==> src/rtl/branch_predictor_pkg.sv <==
// Core-wide branch definitions: compare-op encodings, 2-bit counter states and helpers.
// Shared by the decoder, the branch compare unit and the fetch-side predictor.
package branch_predictor_pkg;

    localparam int unsigned BP_IDX_W = 6;
    localparam int unsigned BP_XLEN  = 32;
    localparam int unsigned CNT_W    = 32;
    localparam int unsigned OP_W     = 3;
    localparam int unsigned BHT_W    = 2;

    localparam logic [OP_W-1:0] CMP_BEQ  = 3'b000;
    localparam logic [OP_W-1:0] CMP_BNE  = 3'b001;
    localparam logic [OP_W-1:0] CMP_BLT  = 3'b010;
    localparam logic [OP_W-1:0] CMP_BGE  = 3'b011;
    localparam logic [OP_W-1:0] CMP_BLTU = 3'b100;
    localparam logic [OP_W-1:0] CMP_BGEU = 3'b101;

    localparam logic [BHT_W-1:0] BHT_SNT = 2'b00;
    localparam logic [BHT_W-1:0] BHT_WNT = 2'b01;
    localparam logic [BHT_W-1:0] BHT_WT  = 2'b10;
    localparam logic [BHT_W-1:0] BHT_ST  = 2'b11;

    typedef enum logic {
        S_INIT = 1'b0,
        S_RUN  = 1'b1
    } bp_state_e;

    function automatic logic is_valid_cmp_op(input logic [OP_W-1:0] op);
        return (op <= CMP_BGEU);
    endfunction

    // Saturating 2-bit counter step toward the resolved direction.
    function automatic logic [BHT_W-1:0] bht_next(input logic [BHT_W-1:0] cur,
                                                  input logic             taken);
        logic [BHT_W-1:0] nxt;
        nxt = cur;
        if (taken && (cur != BHT_ST))
            nxt = cur + BHT_W'(1);
        else if (!taken && (cur != BHT_SNT))
            nxt = cur - BHT_W'(1);
        return nxt;
    endfunction

endpackage

==> src/rtl/branch_predictor_if.sv <==
// Fetch/execute facing bundle of the branch predictor: predict request/response,
// resolved-branch update, mispredict pulse and perf counters.
interface branch_predictor_if #(
    parameter int unsigned XLEN = 32
);
    logic            o_ready;

    logic            i_pred_valid;
    logic [XLEN-1:0] i_pred_pc;
    logic            o_pred_valid;
    logic [XLEN-1:0] o_pred_pc;
    logic            o_pred_taken;

    logic            i_upd_valid;
    logic [XLEN-1:0] i_upd_pc;
    logic [2:0]      i_upd_cmp_op;
    logic            i_upd_taken;
    logic            i_upd_pred_taken;

    logic            o_mispredict;
    logic [31:0]     o_branch_cnt;
    logic [31:0]     o_mispred_cnt;

    modport master (
        input  o_ready,
        output i_pred_valid, i_pred_pc,
        input  o_pred_valid, o_pred_pc, o_pred_taken,
        output i_upd_valid, i_upd_pc, i_upd_cmp_op, i_upd_taken, i_upd_pred_taken,
        input  o_mispredict, o_branch_cnt, o_mispred_cnt
    );

    modport slave (
        output o_ready,
        input  i_pred_valid, i_pred_pc,
        output o_pred_valid, o_pred_pc, o_pred_taken,
        input  i_upd_valid, i_upd_pc, i_upd_cmp_op, i_upd_taken, i_upd_pred_taken,
        output o_mispredict, o_branch_cnt, o_mispred_cnt
    );
endinterface

==> src/rtl/branch_predictor_bht_ram.sv <==
// Flop-array branch history table: combinational reads, one clocked write port.
// Reads see the pre-write contents, so a same-cycle read/write is read-first.
module branch_predictor_bht_ram
    import branch_predictor_pkg::*;
#(
    parameter int unsigned IDX_W = BP_IDX_W
) (
    input  logic             clk,
    input  logic [IDX_W-1:0] i_pred_idx,
    output logic [BHT_W-1:0] o_pred_data,
    input  logic [IDX_W-1:0] i_upd_idx,
    output logic [BHT_W-1:0] o_upd_data,
    input  logic             i_we,
    input  logic [IDX_W-1:0] i_waddr,
    input  logic [BHT_W-1:0] i_wdata
);
    localparam int unsigned DEPTH = 2 ** IDX_W;

    logic [BHT_W-1:0] r_mem [DEPTH];

    // No reset: contents are established by the controller's init sweep.
    always_ff @(posedge clk) begin
        if (i_we)
            r_mem[i_waddr] <= i_wdata;
    end

    assign o_pred_data = r_mem[i_pred_idx];
    assign o_upd_data  = r_mem[i_upd_idx];

endmodule

==> src/rtl/branch_predictor.sv <==
// Fetch-side direction predictor: PC-indexed 2-bit saturating counters trained by
// resolved branches, with mispredict pulse and branch/mispredict perf counters.
module branch_predictor
    import branch_predictor_pkg::*;
#(
    parameter int unsigned IDX_W = BP_IDX_W,
    parameter int unsigned XLEN  = BP_XLEN
) (
    input  logic               clk,
    input  logic               rst_n,
    branch_predictor_if.slave  bp
);
    localparam int unsigned DEPTH = 2 ** IDX_W;

    bp_state_e        r_state;
    logic [IDX_W-1:0] r_sweep_idx;
    logic             r_ready;

    logic             r_pred_valid;
    logic [XLEN-1:0]  r_pred_pc;
    logic             r_pred_taken;
    logic             r_mispredict;
    logic [CNT_W-1:0] r_branch_cnt;
    logic [CNT_W-1:0] r_mispred_cnt;

    logic [IDX_W-1:0] w_pred_idx;
    logic [IDX_W-1:0] w_upd_idx;
    logic [BHT_W-1:0] w_pred_cnt;
    logic [BHT_W-1:0] w_upd_cnt;
    logic             w_pred_acc;
    logic             w_upd_acc;
    logic             w_upd_miss;
    logic             w_init;
    logic             w_we;
    logic [IDX_W-1:0] w_waddr;
    logic [BHT_W-1:0] w_wdata;

    assign w_pred_idx = bp.i_pred_pc[IDX_W+1:2];
    assign w_upd_idx  = bp.i_upd_pc[IDX_W+1:2];

    assign w_pred_acc = bp.i_pred_valid && r_ready;
    assign w_upd_acc  = bp.i_upd_valid && r_ready && is_valid_cmp_op(bp.i_upd_cmp_op);
    assign w_upd_miss = w_upd_acc && (bp.i_upd_taken != bp.i_upd_pred_taken);

    // Sweep owns the write port during INIT; training writes only happen in RUN.
    assign w_init  = (r_state == S_INIT);
    assign w_we    = w_init || w_upd_acc;
    assign w_waddr = w_init ? r_sweep_idx : w_upd_idx;
    assign w_wdata = w_init ? BHT_WNT : bht_next(w_upd_cnt, bp.i_upd_taken);

    branch_predictor_bht_ram #(
        .IDX_W (IDX_W)
    ) u_bht (
        .clk         (clk),
        .i_pred_idx  (w_pred_idx),
        .o_pred_data (w_pred_cnt),
        .i_upd_idx   (w_upd_idx),
        .o_upd_data  (w_upd_cnt),
        .i_we        (w_we),
        .i_waddr     (w_waddr),
        .i_wdata     (w_wdata)
    );

    // Init sweep then RUN until the next reset; ready rises with the first RUN cycle.
    always_ff @(posedge clk or negedge rst_n) begin
        if (!rst_n) begin
            r_state     <= S_INIT;
            r_sweep_idx <= '0;
            r_ready     <= 1'b0;
        end else begin
            case (r_state)
                S_INIT: begin
                    r_sweep_idx <= r_sweep_idx + IDX_W'(1);
                    if (r_sweep_idx == IDX_W'(DEPTH - 1)) begin
                        r_state <= S_RUN;
                        r_ready <= 1'b1;
                    end
                end
                S_RUN: begin
                    r_state <= S_RUN;
                    r_ready <= 1'b1;
                end
                default: begin
                    r_state     <= S_INIT;
                    r_sweep_idx <= '0;
                    r_ready     <= 1'b0;
                end
            endcase
        end
    end

    always_ff @(posedge clk or negedge rst_n) begin
        if (!rst_n) begin
            r_pred_valid <= 1'b0;
            r_pred_pc    <= '0;
            r_pred_taken <= 1'b0;
        end else begin
            r_pred_valid <= w_pred_acc;
            if (w_pred_acc) begin
                r_pred_pc    <= bp.i_pred_pc;
                r_pred_taken <= w_pred_cnt[BHT_W-1];
            end
        end
    end

    // Perf counters wrap naturally at 2^32; mispredict count moves with the pulse.
    always_ff @(posedge clk or negedge rst_n) begin
        if (!rst_n) begin
            r_mispredict  <= 1'b0;
            r_branch_cnt  <= '0;
            r_mispred_cnt <= '0;
        end else begin
            r_mispredict <= w_upd_miss;
            if (w_upd_acc)
                r_branch_cnt <= r_branch_cnt + CNT_W'(1);
            if (w_upd_miss)
                r_mispred_cnt <= r_mispred_cnt + CNT_W'(1);
        end
    end

    assign bp.o_ready       = r_ready;
    assign bp.o_pred_valid  = r_pred_valid;
    assign bp.o_pred_pc     = r_pred_pc;
    assign bp.o_pred_taken  = r_pred_taken;
    assign bp.o_mispredict  = r_mispredict;
    assign bp.o_branch_cnt  = r_branch_cnt;
    assign bp.o_mispred_cnt = r_mispred_cnt;

    logic w_unused;
    assign w_unused = &{1'b0,
                        bp.i_pred_pc[XLEN-1:IDX_W+2], bp.i_pred_pc[1:0],
                        bp.i_upd_pc[XLEN-1:IDX_W+2],  bp.i_upd_pc[1:0]};

endmodule

==> src/flat_wrapper.sv <==
// flat-port wrapper written by rule: the top's interface ports become plain ports
module branch_predictor_flat import branch_predictor_pkg::*;
#(
    parameter int unsigned IDX_W = BP_IDX_W,
    parameter int unsigned XLEN  = BP_XLEN
)
  (clk, rst_n, bp_o_ready, bp_i_pred_valid, bp_i_pred_pc, bp_o_pred_valid, bp_o_pred_pc, bp_o_pred_taken, bp_i_upd_valid, bp_i_upd_pc, bp_i_upd_cmp_op, bp_i_upd_taken, bp_i_upd_pred_taken, bp_o_mispredict, bp_o_branch_cnt, bp_o_mispred_cnt);
  branch_predictor_if #(.XLEN(XLEN)) bp_i ();
  input  logic clk;
  input  logic rst_n;
  output wire logic [$bits(bp_i.o_ready)-1:0] bp_o_ready;
  input wire logic [$bits(bp_i.i_pred_valid)-1:0] bp_i_pred_valid;
  input wire logic [$bits(bp_i.i_pred_pc)-1:0] bp_i_pred_pc;
  output wire logic [$bits(bp_i.o_pred_valid)-1:0] bp_o_pred_valid;
  output wire logic [$bits(bp_i.o_pred_pc)-1:0] bp_o_pred_pc;
  output wire logic [$bits(bp_i.o_pred_taken)-1:0] bp_o_pred_taken;
  input wire logic [$bits(bp_i.i_upd_valid)-1:0] bp_i_upd_valid;
  input wire logic [$bits(bp_i.i_upd_pc)-1:0] bp_i_upd_pc;
  input wire logic [$bits(bp_i.i_upd_cmp_op)-1:0] bp_i_upd_cmp_op;
  input wire logic [$bits(bp_i.i_upd_taken)-1:0] bp_i_upd_taken;
  input wire logic [$bits(bp_i.i_upd_pred_taken)-1:0] bp_i_upd_pred_taken;
  output wire logic [$bits(bp_i.o_mispredict)-1:0] bp_o_mispredict;
  output wire logic [$bits(bp_i.o_branch_cnt)-1:0] bp_o_branch_cnt;
  output wire logic [$bits(bp_i.o_mispred_cnt)-1:0] bp_o_mispred_cnt;
  assign bp_o_ready = bp_i.o_ready;
  assign bp_i.i_pred_valid = bp_i_pred_valid;
  assign bp_i.i_pred_pc = bp_i_pred_pc;
  assign bp_o_pred_valid = bp_i.o_pred_valid;
  assign bp_o_pred_pc = bp_i.o_pred_pc;
  assign bp_o_pred_taken = bp_i.o_pred_taken;
  assign bp_i.i_upd_valid = bp_i_upd_valid;
  assign bp_i.i_upd_pc = bp_i_upd_pc;
  assign bp_i.i_upd_cmp_op = bp_i_upd_cmp_op;
  assign bp_i.i_upd_taken = bp_i_upd_taken;
  assign bp_i.i_upd_pred_taken = bp_i_upd_pred_taken;
  assign bp_o_mispredict = bp_i.o_mispredict;
  assign bp_o_branch_cnt = bp_i.o_branch_cnt;
  assign bp_o_mispred_cnt = bp_i.o_mispred_cnt;
  branch_predictor #(.IDX_W(IDX_W), .XLEN(XLEN)) u_core (.clk(clk), .rst_n(rst_n), .bp(bp_i));
endmodule
==> config.mk <==
export PLATFORM = sky130hd
export DESIGN_NAME = branch_predictor_flat
export DESIGN_NICKNAME = d
export VERILOG_FILES = /design/src/rtl/branch_predictor_pkg.sv /design/src/rtl/branch_predictor_if.sv /design/src/rtl/branch_predictor_bht_ram.sv /design/src/rtl/branch_predictor.sv /design/src/flat_wrapper.sv
export SDC_FILE = /design/constraint.sdc
export NUM_CORES = 1
export LEC_CHECK = 0
export ABC_CLOCK_PERIOD_IN_PS = 13100
export CORE_MARGIN = 1
export CORE_UTILIZATION = 55
export DETAILED_ROUTE_END_ITERATION = 10
export MAX_ROUTING_LAYER = met4
export PLACE_DENSITY = 0.79
export SETUP_SLACK_MARGIN = 0.05
export SKIP_LAST_GASP = 1
export SYNTH_ARGS = -nofsm -noshare
export SYNTH_HDL_FRONTEND = slang
export SYNTH_SLANG_ARGS = --single-unit
==> constraint.sdc <==
create_clock -name clk -period 13.1 [get_ports clk]
set_input_delay 2.62 -clock clk [delete_from_list [all_inputs] [get_ports clk]]
set_output_delay 2.62 -clock clk [all_outputs]
set_load 0.05 [all_outputs]
==> results.yml, run 1 <==
routing:
  drtIter0Drc: 457
  totalWireLength_um: 25200
  vias: 6893
  via_per_inst: 6.06
  drc: 0
  ant_nets: 0
  first_pass_iters: 7
  wl_per_cell_um: 22.1
setup_path:
  worstPathMaxFanout: 36
  worstSetupPathType: "in2reg"
  worstPathCellList: "clkdlybuf4s50_1 > buf_4 > mux4_2 > o22ai_1 > or2_2 > nor3_1 > mux2_2 > ha_1 > mux2i_1 > nor3_1 > o21ai_0 > o311ai_0 > a311oi_4 > buf_4"
  critPathSlowestCell: "a311oi_4"
  required_ps: 13390
  arrival_ps: 7480
  r2r_setup_slack_ps: 8550
  slowest_delay_ps: 1010
  start_kind: "input port"
  end_kind: "flip-flop"
logic_synthesis:
  ys_seq_area_share_pct: 61.9
  syn_area_per_cell_um2: 14.3
  ys_seq_elements: 235
  synth_edf_count: 128
  synth_cells: 736
  yosys_warnings: 0
  ys_types: 44
  synth-main-ff-cell: "edfxtp_1"
  synthArstFlopShare_pct: 45.5
  synth_area_mm2: 0.0105
  syn-num-nets: 814
floorplanning:
  core_area_mm2: 0.0187
  pin_count: 173
  dieArea_mm2: 0.0197
  rows: 50
  start_util_pct: 56.3
  die_w_um: 140
  die_h_um: 140
clock_tree:
  clk_latency_ps: 510
  clkTransAtPathRegs_ps: 60
  cts_inserted_buffers: 24
  cts_max_level: 1
  clk_path_buf_depth: 3
  cts.repair.resized: 0
  cts_tree: "built"
  post_cts_buffers: 0
  cts_hold_buffers: 0
  clock-sinks: 235
  cts_root_buf: "clkbuf_16"
cells_and_area:
  final_common_cell: "clkdlybuf4s50_1"
  fin_util_pct: 69.7
  nets: 966
  drive_gt1_share_pct: 15.6
  final_cell_mix: "clkdlybuf4s50_1, edfxtp_1, dfrtp_1"
  n_antenna_cell: 0
  areaGrowthSynthToFinish_pct: 23.8
global_route:
  antenna_found_initial: 0
  track_usage_pct: 27.3
  first_global_vias: 7003
  grt_pass1_wl_um: 39700
  overflow: 0
  grt_max_degree: 66
timing:
  fin_setup_tns_ps: 0
  setup_violations: 0
  rsz0062_at_grt: "no"
  post-route-period-util_pct: 54.9
  finalClockSkew_ps: 10.8
  worstMarginPinSlew_ps: 1250
  slew-limit-headroom_pct: 16.1
  min_period_ps: 7190
  slew_viol_final: 0
  finalHoldViolCount: 0
  fmax_mhz: 139
power:
  p_sw_mw: 0.302
  cellLeakagePower_nw: 4.61
  p_seq_share_pct: 50.3
  p_int_mw: 1.24
  power-per-cell-area_mw_per_mm2: 118
  irDropWorstVdd_mv: 0.118
  p_comb_share_pct: 3.2
  switching_share_pct: 19.6
  pwr-share-clk_pct: 46.5
placement:
  portBuffers: 145
  place.gp.congestion: 0.860
  dpl.hpwl_um: 17300
flow_run:
  maxCapViolations: 0
status:
  outcome: "finished, final reports clean"
hold_path:
  hold_class: "reg2reg"
## sequential cells by signal, indices dropped and copies added (netlist names)
name and cells:
u_core.u_bht.r_mem 128, u_core.bp.o_branch_cnt 32, u_core.bp.o_mispred_cnt 32, u_core.bp.o_pred_pc 32, u_core.r_sweep_idx 6, u_core.bp.o_mispredict 1, u_core.bp.o_pred_taken 1, u_core.bp.o_pred_valid 1
u_core.bp.o_ready 1, u_core.r_state 1
## layer usage
| layer | track usage [%] | wire [um] | vias to the layer above |
|---|---|---|---|
| met5 | - | 0 | - |
| met4 | 10.9 | 996 | 0 |
| met3 | 6.19 | 1990 | 77 |
| met2 | 44.4 | 12300 | 320 |
| met1 | 33.3 | 9850 | 3449 |
| li1 | - | - | 3047 |
## power groups by stage
stage / Clock (mW) / Sequential [mW] / Combinational [mW]
finish: 0.715 / 0.774 / 0.0500
global route: 0.757 / 0.773 / 0.0541
CTS: 0.727 / 0.774 / 0.0506
detailed placement: 0 / 0.789 / 0.0501
global placement: 0 / 0.789 / 0.0490
floorplan: 0 / 0.789 / 0.0237
## final cells by class
class | instances | area (um2)
clock buffer | 30 | 708
multi-input combinational | 465 | 3840
sequential | 235 | 6520
clock inverter | 11 | 129
inverter | 9 | 33.8
fill | 1242 | 5670
timing repair buffer | 153 | 1500
tap | 234 | 293
## worst max-delay path, delay by kind of cell
| kind | cells | cell delay [ps] |
|---|---|---|
| adders and majority gates | 1 | 220 |
| muxes | 3 | 1270 |
| buffers and inverters | 3 | 1370 |
| and+or+nand+nor | 3 | 360 |
| AOI/OAI and AO/OA | 4 | 1600 |
## Yosys cell counts (2+ instances only)
cell type | n | area (um2)
a21o_1 | 2 | 15.0
a21oi_1 | 4 | 20.0
a221o_1 | 2 | 20.0
a41oi_1 | 2 | 17.5
and2_1 | 9 | 56.3
and3_1 | 18 | 113
and4_1 | 7 | 61.3
buf_1 | 4 | 15.0
buf_2 | 6 | 30.0
buf_4 | 4 | 30.0
buf_6 | 3 | 33.8
clkbuf_1 | 10 | 37.5
dfrtp_1 | 107 | 2680
edfxtp_1 | 128 | 3840
ha_1 | 5 | 62.6
inv_1 | 8 | 30.0
mux2_2 | 36 | 405
mux2i_1 | 17 | 170
mux4_2 | 49 | 1100
nand2_1 | 54 | 203
nand2b_1 | 5 | 31.3
nand3_1 | 28 | 140
nand3b_1 | 10 | 75.1
nand4_1 | 16 | 100
nor2_1 | 84 | 315
nor2b_1 | 3 | 18.8
nor3_1 | 7 | 35.0
nor4_1 | 3 | 18.8
o21a_1 | 3 | 22.5
o21ai_0 | 8 | 40.0
o22ai_1 | 9 | 56.3
or2_2 | 3 | 18.8
or3_1 | 3 | 18.8
or3b_2 | 3 | 26.3
xnor2_1 | 55 | 482
xor2_1 | 13 | 114
## stage by stage
step | std cells | power [mW] | hold slack [ps] | area (um2) | setup WS [ps]
5_1_grt | 1137 | 1.58 | 499 | 13000 | 5440
3_3_place_gp | 1096 | 0.838 | 461 | 12200 | 5570
3_5_place_dp | 1096 | 0.839 | 470 | 12200 | 5370
4_1_cts | 1137 | 1.55 | 478 | 13000 | 5850
2_1_floorplan | 736 | 0.813 | 460 | 10500 | 4680
6_report | 1137 | 1.54 | 479 | 13000 | 5910
## logic make-up after synthesis
kind of cell / synth area share (%)
flip-flops: 61.9
adder cells (fa/ha/maj): 0.594
multiplexers: 15.9
AO/OA/AOI/OAI: 2.33
XOR/XNOR: 5.66
AND/OR/NAND/NOR: 11.8
buffers and inverters: 1.71
## worst paths after layout
check,start,end,depth (start not counted)
setup / recovery,bp_i_upd_pc[2],u_core.u_bht.r_mem[3][0],14
min in group asynchronous,rst_n,u_core.r_sweep_idx[1],1
setup reg to reg,u_core.u_bht.r_mem[25][1],u_core.u_bht.r_mem[3][0],12
hold / removal,u_core.bp.o_mispred_cnt[31],u_core.bp.o_mispred_cnt[31],1
max in group asynchronous,rst_n,u_core.bp.o_pred_pc[3],2
hold reg to reg,u_core.bp.o_mispred_cnt[31],u_core.bp.o_mispred_cnt[31],1
Power figures use the tool's default switching activity.
==> run 2, diff against run 1 <==
--- a/config.mk
+++ b/config.mk
@@ -5,12 +5,12 @@
 export SDC_FILE = /design/constraint.sdc
 export NUM_CORES = 1
 export LEC_CHECK = 0
-export ABC_CLOCK_PERIOD_IN_PS = 13100
+export ABC_CLOCK_PERIOD_IN_PS = 6980
 export CORE_MARGIN = 1
-export CORE_UTILIZATION = 55
+export CORE_UTILIZATION = 54
 export DETAILED_ROUTE_END_ITERATION = 10
 export MAX_ROUTING_LAYER = met4
-export PLACE_DENSITY = 0.79
+export PLACE_DENSITY = 0.78
 export SETUP_SLACK_MARGIN = 0.05
 export SKIP_LAST_GASP = 1
 export SYNTH_ARGS = -nofsm -noshare
==> constraint.sdc (replaced) <==
create_clock -name clk -period 6.98 [get_ports clk]
set_input_delay 1.396 -clock clk [delete_from_list [all_inputs] [get_ports clk]]
set_output_delay 1.396 -clock clk [all_outputs]
set_load 0.05 [all_outputs]
==> run 2 against run 1 <==
Against the previous run: non-clock buffer count up 1; via count increased by 0.83%; flip-flop and latch count did not move; sequential power up 87%; design area down 0.34%; critical path type unchanged; highest routed layer unchanged.
==> results.yml, run 2 (synthesis results as in run 1) <==
timing:
  finalHoldViolCount: 0
  finalClockSkew_ps: 10.3
  worstMarginPinSlew_ps: 1260
  slew_viol_final: 0
  post-route-period-util_pct: 80.8
  fmax_mhz: 177
  timing.final.ws_setup_ps: 1340
  rsz0062_at_grt: "no"
  slew-limit-headroom_pct: 15.2
  fin_setup_tns_ps: 0
  min_period_ps: 5640
  holdWs_ps: 483
  setup_violations: 0
power:
  p_comb_share_pct: 3.4
  power-per-cell-area_mw_per_mm2: 213
  irDropWorstVdd_mv: 0.224
  p_seq_share_pct: 52.6
  p_sw_mw: 0.565
  cellLeakagePower_nw: 4.58
  p_int_mw: 2.20
  switching_share_pct: 20.5
  pwr-share-clk_pct: 44.0
routing:
  wl_per_cell_um: 21.6
  totalWireLength_um: 25200
  first_pass_iters: 5
  drc: 0
  ant_nets: 0
  via_per_inst: 5.95
  drtIter0Drc: 604
  vias: 6950
floorplanning:
  start_util_pct: 55.7
  pin_count: 173
  rows: 50
  core_area_mm2: 0.0189
  die_w_um: 142
  die_h_um: 142
  dieArea_mm2: 0.0201
hold_path:
  holdPathEnd: "u_core.bp.o_mispred_cnt[31]"
  hold_start: "u_core.bp.o_mispred_cnt[31]"
  min_path_cells: 1
  hold_class: "reg2reg"
cells_and_area:
  finalInstanceArea_mm2: 0.0130
  regArea_mm2: 0.00652
  regMostFlops: "u_core.u_bht.r_mem"
  multi_input_area_mm2: 0.00384
  areaGrowthSynthToFinish_pct: 23.4
  final_common_cell: "clkdlybuf4s50_1"
  final_cell_mix: "clkdlybuf4s50_1, edfxtp_1, dfrtp_1"
  drive_gt1_share_pct: 15.6
  fill_cells: 1297
  fin_util_pct: 68.7
  nets: 968
  largest_reg_flops: 128
clock_tree:
  post_cts_buffers: 0
  cts_tree: "built"
  cts_inserted_buffers: 25
  clkTransAtPathRegs_ps: 60
  cts_root_buf: "clkbuf_16"
  clk_path_buf_depth: 3
  cts_hold_buffers: 0
  clk_latency_ps: 530
  cts.repair.resized: 0
  cts_max_level: 1
  clock-sinks: 235
global_route:
  antenna_found_initial: 1
  overflow: 0
  grt_max_degree: 81
  track_usage_pct: 26.5
  first_global_vias: 7105
  grt_pass1_wl_um: 39100
placement:
  dp_slack_ps: 930
  dpl.hpwl_um: 17700
  portBuffers: 145
  place.gp.congestion: 0.952
  dpl_cell_area_mm2: 0.0122
setup_path:
  r2r_cells: 10
  end_kind: "flip-flop"
  critPathSlowestCell: "clkdlybuf4s50_1"
  r2r_setup_slack_ps: 2850
  slowest_delay_ps: 950
  start_kind: "input port"
  required_ps: 7200
  rr_endpoint: "u_core.u_bht.r_mem[19][1]"
  worstPathMaxFanout: 40
  reg2reg_from: "u_core.u_bht.r_mem[31][1]"
  arrival_ps: 5860
  worstPathCellList: "clkdlybuf4s50_1 > buf_4 > mux4_2 > mux2i_1 > a2111oi_1 > a21oi_1 > ha_1 > mux2i_1 > nor2b_1 > and3_1 > a221o_1 > buf_4"
  worstSetupPathType: "in2reg"
status:
  outcome: "finished, final reports clean"
flow_run:
  maxCapViolations: 0
run 2: critical path: cells and delay by family:
kind / cells / cell delay, ps
AO/OA/AOI/OAI: 3 / 1420
adder cells (fa/ha/maj): 1 / 260
buffers and inverters: 3 / 1660
multiplexers: 3 / 760
AND/OR/NAND/NOR: 2 / 340
run 2: layout make-up:
class	count	share of cell area, %
clock buffers	36	5.44
inverters	9	0.260
well taps	260	2.50
diodes	1	0.0193
repair buffers	154	11.6
clock inverters	9	0.376
flip-flops and latches	235	50.2
multi-input cells	465	29.6
run 2: how the worst max path moves through the flow:
stage	start	end	slack (ps)	cells after the start
after global routing	bp_i_upd_pc[4]	u_core.u_bht.r_mem[19][1]	1150	11
after global placement	bp_i_upd_pc[4]	u_core.u_bht.r_mem[22][1]	1170	12
after floorplan	bp_i_upd_pc[2]	u_core.u_bht.r_mem[0][0]	1150	13
after CTS	bp_i_upd_pc[4]	u_core.u_bht.r_mem[19][1]	1430	11
final	bp_i_upd_pc[4]	u_core.u_bht.r_mem[19][1]	1340	12
after detailed placement	bp_i_upd_pc[4]	u_core.u_bht.r_mem[58][1]	930	11
run 2: through the flow:
stage | power [mW] | cells
after detailed placement | 1.57 | 1123
after CTS | 2.79 | 1168
final | 2.76 | 1169
after global routing | 2.84 | 1169
after global placement | 1.57 | 1123
after floorplan | 1.53 | 736
run 2: per-layer routing:
metal  global-route usage [%]  routed length (um)
met2                     44.2               12500
met3                     5.50                2160
met1                     32.6                9860
met4                     8.32                 703
met5                        -                   0
run 2: power by group through the flow:
stage | sequential (mW) | combinational, mW | clock, mW
after global routing | 1.45 | 0.101 | 1.29
final | 1.45 | 0.0942 | 1.22
after global placement | 1.48 | 0.0922 | 0
after CTS | 1.45 | 0.0952 | 1.24
after floorplan | 1.48 | 0.0446 | 0
after detailed placement | 1.48 | 0.0943 | 0
